<file path="config.mk">
export PLATFORM = sky130hd
export DESIGN_NAME = mem_port_arbiter
export DESIGN_NICKNAME = d
export VERILOG_FILES = /design/src/rtl/arb_pkg.sv /design/src/rtl/rr_pick.sv /design/src/rtl/mem_port_arbiter.sv
export SDC_FILE = /design/constraint.sdc
export NUM_CORES = 1
export LEC_CHECK = 0
export ABC_AREA = 1
export CORE_MARGIN = 2
export CORE_UTILIZATION = 48
export CTS_BUF_LIST = sky130_fd_sc_hd__clkbuf_4
export DETAILED_ROUTE_END_ITERATION = 7
export PLACE_DENSITY = 0.84
export SYNTH_ARGS = -nofsm -noshare
export SYNTH_HDL_FRONTEND = slang
export SYNTH_SLANG_ARGS = --single-unit
</file>
<file path="constraint.sdc">
create_clock -name clk -period 1.5 [get_ports clk]
set_clock_uncertainty 0.05 [all_clocks]
set_input_delay 0.3 -clock clk [delete_from_list [all_inputs] [get_ports clk]]
set_output_delay 0.3 -clock clk [all_outputs]
set_load 0.01 [all_outputs]
</file>
<file path="src/rtl/arb_pkg.sv">
// Purpose: shared constants, FSM encoding and helpers for the memory port arbiter.
// Latency: n/a (types and constants only).
// Backpressure: n/a.
// Contents: NUM_REQ, IDX_W, DEFAULT_TIMEOUT_CYCLES, state_t {IDLE, OWNED}, idx2onehot().
package arb_pkg;

  localparam int NUM_REQ                = 4;
  localparam int IDX_W                  = 2;
  localparam int DEFAULT_TIMEOUT_CYCLES = 16;

  typedef enum logic {
    IDLE  = 1'b0,
    OWNED = 1'b1
  } state_t;

  function automatic logic [NUM_REQ-1:0] idx2onehot(input logic [IDX_W-1:0] idx);
    return NUM_REQ'(1) << idx;
  endfunction

endpackage

</file>
<file path="src/rtl/rr_pick.sv">
// Purpose: combinational round-robin winner search over the request vector.
// Latency: purely combinational, zero cycles.
// Backpressure: none; callers decide when the result is consumed.
// Ports: req (request levels), last_owner (search starts one past it),
//        excl (requesters masked out this cycle), valid (any candidate), winner (index).
module rr_pick
  import arb_pkg::*;
(
  input  logic [NUM_REQ-1:0] req,
  input  logic [IDX_W-1:0]   last_owner,
  input  logic [NUM_REQ-1:0] excl,
  output logic               valid,
  output logic [IDX_W-1:0]   winner
);

  logic [NUM_REQ-1:0] cand;
  logic [IDX_W-1:0]   idx;

  // Scan from the farthest offset down to the nearest so the last hit
  // written is the closest requester after last_owner; offset NUM_REQ
  // wraps back to last_owner itself, giving it the lowest priority.
  always_comb begin
    cand   = req & ~excl;
    valid  = 1'b0;
    winner = last_owner;
    idx    = '0;
    for (int i = NUM_REQ; i >= 1; i--) begin
      idx = last_owner + IDX_W'(i);
      if (cand[idx]) begin
        valid  = 1'b1;
        winner = idx;
      end
    end
  end

endmodule

</file>
<file path="src/rtl/mem_port_arbiter.sv">
// Purpose: 4-requester round-robin arbiter for a shared memory port with one-hot grant and mux select.
// Latency: grant one edge after req in IDLE; hand-over to the next winner on the release edge (no dead cycle).
// Backpressure: requesters hold req until acked; the grant holds until ack, owner abort or (optional) watchdog.
// Ports: clk, rst_n (async active-low), req[3:0], ack (owner completion pulse),
//        gnt[3:0] (one-hot, registered), sel[1:0] (owner index, holds while idle),
//        busy (grant open), timeout_err (one-cycle pulse on forced release).
// Build option: define ARB_TIMEOUT_EN to compile in the grant watchdog (TIMEOUT_CYCLES).
module mem_port_arbiter
  import arb_pkg::*;
#(
  parameter int TIMEOUT_CYCLES = DEFAULT_TIMEOUT_CYCLES
) (
  input  logic               clk,
  input  logic               rst_n,
  input  logic [NUM_REQ-1:0] req,
  input  logic               ack,
  output logic [NUM_REQ-1:0] gnt,
  output logic [IDX_W-1:0]   sel,
  output logic               busy,
  output logic               timeout_err
);

  if (TIMEOUT_CYCLES < 2 || TIMEOUT_CYCLES > 255) begin : g_bad_timeout
    $error("mem_port_arbiter: TIMEOUT_CYCLES must be within 2..255");
  end

  state_t             state;
  logic [IDX_W-1:0]   last_owner;
  logic [IDX_W-1:0]   pick_base;
  logic [NUM_REQ-1:0] pick_excl;
  logic               pick_vld;
  logic [IDX_W-1:0]   pick_idx;
  logic               expire;
  logic               release_now;

`ifdef ARB_TIMEOUT_EN
  localparam logic [7:0] TO_LAST = 8'(TIMEOUT_CYCLES - 1);
  logic [7:0] cnt;

  // Watchdog fires only when nothing else would release the grant this
  // edge, so ack and abort never raise an error.
  assign expire = (state == OWNED) && !ack && req[sel] && (cnt == TO_LAST);
`else
  assign expire      = 1'b0;
  assign timeout_err = 1'b0;
`endif

  // While owned, the search base is the current owner and its own req is
  // masked, which is exactly the view needed on the release edge.
  always_comb begin
    pick_base = last_owner;
    pick_excl = '0;
    if (state == OWNED) begin
      pick_base = sel;
      pick_excl = gnt;
    end
  end

  assign release_now = (state == OWNED) && (ack || !req[sel] || expire);

  rr_pick u_rr_pick (
    .req        (req),
    .last_owner (pick_base),
    .excl       (pick_excl),
    .valid      (pick_vld),
    .winner     (pick_idx)
  );

  always_ff @(posedge clk or negedge rst_n) begin
    if (!rst_n) begin
      state       <= IDLE;
      gnt         <= '0;
      sel         <= '0;
      busy        <= 1'b0;
      last_owner  <= IDX_W'(NUM_REQ - 1);
`ifdef ARB_TIMEOUT_EN
      cnt         <= '0;
      timeout_err <= 1'b0;
`endif
    end else begin
`ifdef ARB_TIMEOUT_EN
      timeout_err <= 1'b0;
`endif
      case (state)
        IDLE: begin
          if (pick_vld) begin
            state <= OWNED;
            gnt   <= idx2onehot(pick_idx);
            sel   <= pick_idx;
            busy  <= 1'b1;
`ifdef ARB_TIMEOUT_EN
            cnt   <= '0;
`endif
          end
        end
        OWNED: begin
          if (release_now) begin
            last_owner <= sel;
`ifdef ARB_TIMEOUT_EN
            timeout_err <= expire;
            cnt         <= '0;
`endif
            if (pick_vld) begin
              gnt <= idx2onehot(pick_idx);
              sel <= pick_idx;
            end else begin
              state <= IDLE;
              gnt   <= '0;
              busy  <= 1'b0;
            end
          end else begin
`ifdef ARB_TIMEOUT_EN
            cnt <= cnt + 8'd1;
`endif
          end
        end
        default: begin
          state <= IDLE;
          gnt   <= '0;
          busy  <= 1'b0;
        end
      endcase
    end
  end

endmodule

</file>
---- After elaboration in Yosys (flattened, before gate mapping) ----
Index checks and enable logic that the tools add are counted.
storage, ports and cells
  register bits after elaboration ......... 10
  latch bits .............................. 0
  bits in writable memories ............... 0
  ROM bits ................................ 0
  input port bits ......................... 7
  output and inout bits ................... 8
  word-level logic and storage cells ...... 59
  memories kept ........................... 0
cells by class
  $add $sub $neg .......................... 3
  $mul .................................... 0
  div/mod/pow operators ................... 0
  $lt $le $gt $ge ......................... 5
  equality and inequality tests ........... 3
  shift operators ......................... 1
  multiplexer cells ....................... 33
  bitwise logic cells ..................... 3
  reductions and logical operators ........ 6
operators with widths
  operator                                                                       number
  4-bit 2-to-1 mux                                                               4
  2-bit by 3-bit less-than comparator with 1-bit output (second input constant)  5
  1-bit 2-to-1 mux                                                               14
  2-bit 2-to-1 mux                                                               6
  1-bit binary-select mux with 2-bit select                                      5
  4-bit case mux with 2 select lines                                             1
  2-bit adder (second input constant)                                            2
  4-bit bitwise AND                                                              1
  2-bit inequality test (second input constant)                                  2
  4-bit inverter                                                                 1
  1-bit case mux with 2 select lines                                             2
  2-bit case mux with 2 select lines                                             1
  2-bit AND reduction                                                            2
  1-bit by 2-bit << shifter with 4-bit output (first input constant)             1
  3-bit AND reduction                                                            1
  2-bit by 1-bit adder with 2-bit output (second input constant)                 1
  2-bit by 1-bit inequality test with 1-bit output (second input constant)       1
  1-bit logical AND                                                              1
  1-bit logical NOT                                                              1
  1-bit logical OR                                                               1
  1-bit inverter                                                                 1

---- Longest topological paths before layout ----
  depth after elaboration ................. 12
  gate-level depth with buffers ........... 15
  gate-level depth less buffers ........... 14

---- By module ----
From an unflattened synthesis, not the netlist that was laid out.
second synthesis, totals
  cells, all modules ...................... 124
  area total of the unflattened synthesis .. 807.0 µm²
modules (own cells, without submodules)
  module            times used  cells each  area an instance (µm²)  seq. area each (µm²)
  mem_port_arbiter  1           80          599.3                   252.7
  rr_pick           1           44          207.7                   0.0

---- Worst setup path after synthesis ----
Ideal clock, no wire load.
  kind .................................... register -> register
  start ................................... reg sel[0]
  end ..................................... reg sel[0]
  setup time .............................. 0.119 ns
  data arrival time ....................... 1.433 ns
  required time ........................... 1.331 ns
  path slack .............................. -0.102 ns
  cell stages (with the launch flop) ...... 14
  path buffers ............................ 0
  clock period less this slack ............ 1.602 ns
  cell sequence ........................... dfrtp_1 -> inv_1 -> nand2_1 -> nand2_4 -> nand2_1 -> nand2_1 -> nand2_1 -> nand2_2 -> inv_1 -> nand2_1 -> nand2_1 -> nand2_2 -> nand2_2 -> o21a_1
between the ends
  cells in the longest elaborated chain, start to end .. 10
  elaborated cells between the ends (all ways) .. 28
  classes of those cells .................. 3 x add/sub; 1 x eq/ne; 21 x mux; 3 x reduce/logical
RTL lines
  item                                                                           RTL line                                         RTL
  start: declaration                                                             mem_port_arbiter.sv:18                           output logic [IDX_W-1:0] sel,
  start signal: assignment                                                       mem_port_arbiter.sv:89                           sel <= pick_idx;
  start signal: assignment                                                       mem_port_arbiter.sv:105                          sel <= pick_idx;
  2-bit 2-to-1 mux                                                               mem_port_arbiter.sv:53                           if (state == OWNED) begin
  2-bit adder or 1-bit binary-select mux with 2-bit select (tied branches)       rr_pick.sv:28, rr_pick.sv:29
  1-bit binary-select mux with 2-bit select or 1-bit 2-to-1 mux (tied branches)  rr_pick.sv:29                                    if (cand[idx]) begin
  1-bit 2-to-1 mux (implied by the code)                                         rr_pick.sv:29
  2-bit 2-to-1 mux or 1-bit 2-to-1 mux (tied branches) (3 in a row)              rr_pick.sv:29
  2-bit 2-to-1 mux                                                               mem_port_arbiter.sv:86, mem_port_arbiter.sv:103
  2-bit 2-to-1 mux                                                               mem_port_arbiter.sv:97                           if (release_now) begin
  2-bit case mux with 2 select lines                                             mem_port_arbiter.sv:84                           case (state)
Parallel ways exist; a longest one is shown, timed or not. The select of a mux whose other input is x is not followed.
A chain may end at the register's enable or synchronous reset.

---- Worst setup path after layout ----
  start ................................... reg last_owner[0]
  end ..................................... reg gnt[1]
between the ends
  cells in the longest elaborated chain, start to end .. 11
  elaborated cells between the ends (all ways) .. 26
  classes of those cells .................. 3 x add/sub; 1 x eq/ne; 1 x shift; 20 x mux; 1 x reduce/logical
RTL lines
  item                                         RTL line                 RTL
  start: declaration                           mem_port_arbiter.sv:28   logic [IDX_W-1:0] last_owner;
  start signal: assignment                     mem_port_arbiter.sv:75   last_owner <= IDX_W'(NUM_REQ - 1);
  start signal: assignment                     mem_port_arbiter.sv:98   last_owner <= sel;
  2-bit 2-to-1 mux *                           mem_port_arbiter.sv:53
  2-bit adder                                  rr_pick.sv:28            idx = last_owner + IDX_W'(i);
  1-bit binary-select mux with 2-bit select    rr_pick.sv:29
  1-bit 2-to-1 mux (implied by the code)       rr_pick.sv:29
  2-bit 2-to-1 mux (3 in a row)                rr_pick.sv:29
  1-bit by 2-bit << shifter with 4-bit output  arb_pkg.sv:17            return NUM_REQ'(1) << idx;
  4-bit 2-to-1 mux                             mem_port_arbiter.sv:103  if (pick_vld) begin
  4-bit 2-to-1 mux                             mem_port_arbiter.sv:97
  4-bit case mux with 2 select lines           mem_port_arbiter.sv:84
  end signal: assignment                       mem_port_arbiter.sv:88   gnt <= idx2onehot(pick_idx);
  end signal: assignment                       mem_port_arbiter.sv:104  gnt <= idx2onehot(pick_idx);
  end: declaration                             mem_port_arbiter.sv:17   output logic [NUM_REQ-1:0] gnt,
Mark *: on every way between the ends. The rest lies on a longest branch, timed or not. The select of a mux whose other input is x is not followed.

==> impl_results.md <==
* Status: finished with violations
* Failing checks: setup timing
* Async set-reset flop share out of synthesis at 100.0%
* Width of the die at 45.32 µm
* Number of global-route vias before repair at around 900
* Final RePlAce weighted congestion at approximately 0.9
* Area fraction in compound gates after synthesis at around 7.0%
* FF+latch count, synth at 10
* Leakage at ~0.7 nW
* CP Class: reg2reg
* Most frequent cells after synthesis: 72 x nand2_1, 19 x inv_1, 8 x dfrtp_1
* Synth Cell Area at ~800 µm²
* Worst skew pair latency at between 0.2 and 0.3 ns
* Reg power frac at between 15 and 20%
* # DRC at 0
* Synth Area in XOR/XNOR at 0%
* Clk pwr share at approximately 5.5%
* Sw Share at a little over half
* Final ANT Viol Nets at 0
* Nets@finish at approximately 180
* Post-synth EDFFs at 0
* Final-report hold violation count at 0
* M1 WL at 1101 µm
* Antenna violations before repair at 0
* Antenna cells at 0
* Synth unique cells at 18
* Arr. time, crit path at between 1.5 and 2 ns
* Post-synthesis mux area share at 0%
* Pint at 0.001660 W
* IO buf count at 13
* Total negative setup slack at -1.971 ns
* Chip Height at between 40 and 50 µm
* Dpl ws at -0.3862 ns
* Fraction of layout cells with a size suffix above 1 at a little over two fifths
* Fin crit share at 120.2%
* Fillers at 99
* Vias per cell at roughly 5.2
* Max-slew violation count at 0
* Largest fanout on the critical path at 5
* Critical Path End Type: flip-flop
* R2R depth at 13
* CTS Sinks at 10
* CTS tree: done
* Die area at between 2000 and 2500 µm²
* Largest family of logic cells by synthesized area: simple AND/OR/NAND/NOR gates
* Net Sw Power at 0.001854 W
* Worst r2r src: last_owner[0]
* CTS HTree Levels at 1
* I/O pins at 15
* R2R Setup Slk at -0.30 ns
* Post-synthesis adder-cell area fraction at 0%
* Synth Flop Type: dfrtp_1
* Top Layer Used: met4
* Synth area leaders: nand2_1 33%, dfrtp_1 24%, inv_1 8.7%
* FP Rows at 14
* Total CTS buffers at 3
* Setup ws final at -0.3037 ns
* Critical R2R Capture: gnt[1]
* Post-DP HPWL at 1596 µm
* Total global-route track usage at between 20% and 30%
* Period minus WS final at 1.804 ns
* Routed WL at about 2700 µm
* DP Area at between 1000 and 1500 µm²
* WL met3 at 124 µm
* Combinational fraction of design power at between 70 and 80%
* Worst VDD drop at between 1.5 and 2 mV
* Starting Density at 52.57%
* Yosys top cell area share at 32.98%
* First-pass GRT wire length at between 4000 and 5000 µm
* Synthesized net count at about 140
* Sequential fraction of the synthesis area at between 30% and 40%
* Most frequent cell after synthesis: nand2_1
* Syn Inst Count at ~140
* Pin count of the biggest net entering global routing at 11
* DR iter-0 viols at 37
* Drt first pass iters at 4
* Register clock-pin slew on the reported worst setup and hold paths at about 0.07 ns
* Met2 WL post-DR at ~1400 µm
* Drt wl/cell at roughly 14 µm
* Core Box Area at ~1600 µm²
* Final Setup Violations at 8
* Unrepaired setup endpoints after global routing: true
* Simple-gate share of the synthesized area at around half
* Post-Syn Area per Cell at roughly 6.0 µm²
* Area grow syn2layout at 53.59%
* Crit path launch type: flip-flop
* CP required at ~1.6 ns
* PD cells at about 2800 nW/µm²
* Root Driver: clkbuf_4
* Maxcap violations at 0
* Final Cell Area at about 1300 µm²
* Via count at between 900 and 1k
* Worst Hold Class: in2async
* Ys Warns at 0
* Clock Path Buffers at 2
* Grt ovf at 0
* Max Clk Rate at 0.5544 GHz
* Leading area contributor after synthesis: nand2_1
* Final core occ at about four fifths
sequential cells by signal, indices dropped and copies added (netlist names):
register    count
gnt             4
sel             2
busy            1
state           1
last_owner      2
kinds of logic (layout without fill, tap and decap cells):
family,after synthesis,in the layout
buffers and inverters,21,58
DFF,10,10
AOI/OAI and AO/OA,10,10
other,1,1
and+or+nand+nor,94,96
placed cells by master, fill, tap and decap left out, drive strengths merged:
cell type and instances:
conb 1, o21ai 7, inv 19, dlygate4sd2 6
nor2 9, o22ai 1, clkdlybuf4s50 6, o21a 1
nand3 7, a21oi 1, clkdlybuf4s15 1, dfrtp 8
dfstp 2, buf 22, clkinv 1, clkbuf 3
nand2 80
how the worst max path moves through the flow:
stage / from / endpoint / slack, ns / cells past startpoint
after floorplan: last_owner[0] / gnt[1] / -0.06 / 13
after global placement: req[0] / sel[0] / -0.35 / 13
after detailed placement: req[0] / gnt[0] / -0.39 / 12
after CTS: state / gnt[1] / -0.23 / 14
after global routing: last_owner[0] / gnt[1] / -0.37 / 13
final: last_owner[0] / gnt[1] / -0.30 / 13
critical path, stage by stage (launching register included):
cell     delay [ns]
dfstp_2        0.59
inv_2          0.06
nand2_4        0.08
nand2_2        0.09
buf_4          0.15
buf_4          0.12
nand3_1        0.10
nand2_1        0.06
nand2_1        0.06
nand2_1        0.07
nand2_2        0.12
inv_1          0.06
nand2_1        0.05
nand2_1        0.04
metal layers:
metal  up-vias  track usage, %
met5         -               0
met4         0           10.59
met3         5           2.400
met2        42           52.29
met1       457           35.77
li1        489               -
layout make-up:
type	instances	area, µm²	share of cell area, %
timing repair buffer	35	299.0	23.76
clock inverter	1	3.754	0.2982
clock buffer	3	22.52	1.789
sequential	10	255.2	20.28
tap	16	20.02	1.590
inverter	19	73.82	5.865
multi-input combinational	107	584.3	46.42
what timing repair did:
item	in CTS	in global routing
resized for setup	28	18
cloned	2	0
pin swaps	1	5
setup endpoints to repair	15	11
setup buffers	2	2
hold buffers	0	0
endpoints found under the hold margin	0	0
power groups by stage:
stage | Combinational [W] | Clock (W) | Sequential [W]
3_3_place_gp | 0.00229 | 0 | 0.000513
6_report | 0.00276 | 0.000195 | 0.000559
3_5_place_dp | 0.00235 | 0 | 0.000517
5_1_grt | 0.00302 | 0.000206 | 0.000569
4_1_cts | 0.00255 | 0.000197 | 0.000526
2_1_floorplan | 0.00149 | 0 | 0.000560
stage by stage:
step                hold slack (ns)  std cells  total power (W)
finish                       0.2976        191         0.003514
global route                 0.3352        191         0.003790
CTS                          0.2975        189         0.003269
detailed placement           0.4411        181         0.002865
global placement             0.4345        181         0.002801
floorplan                  -0.04559        136         0.002055
Note: power is estimated with default switching activity, not from simulation.
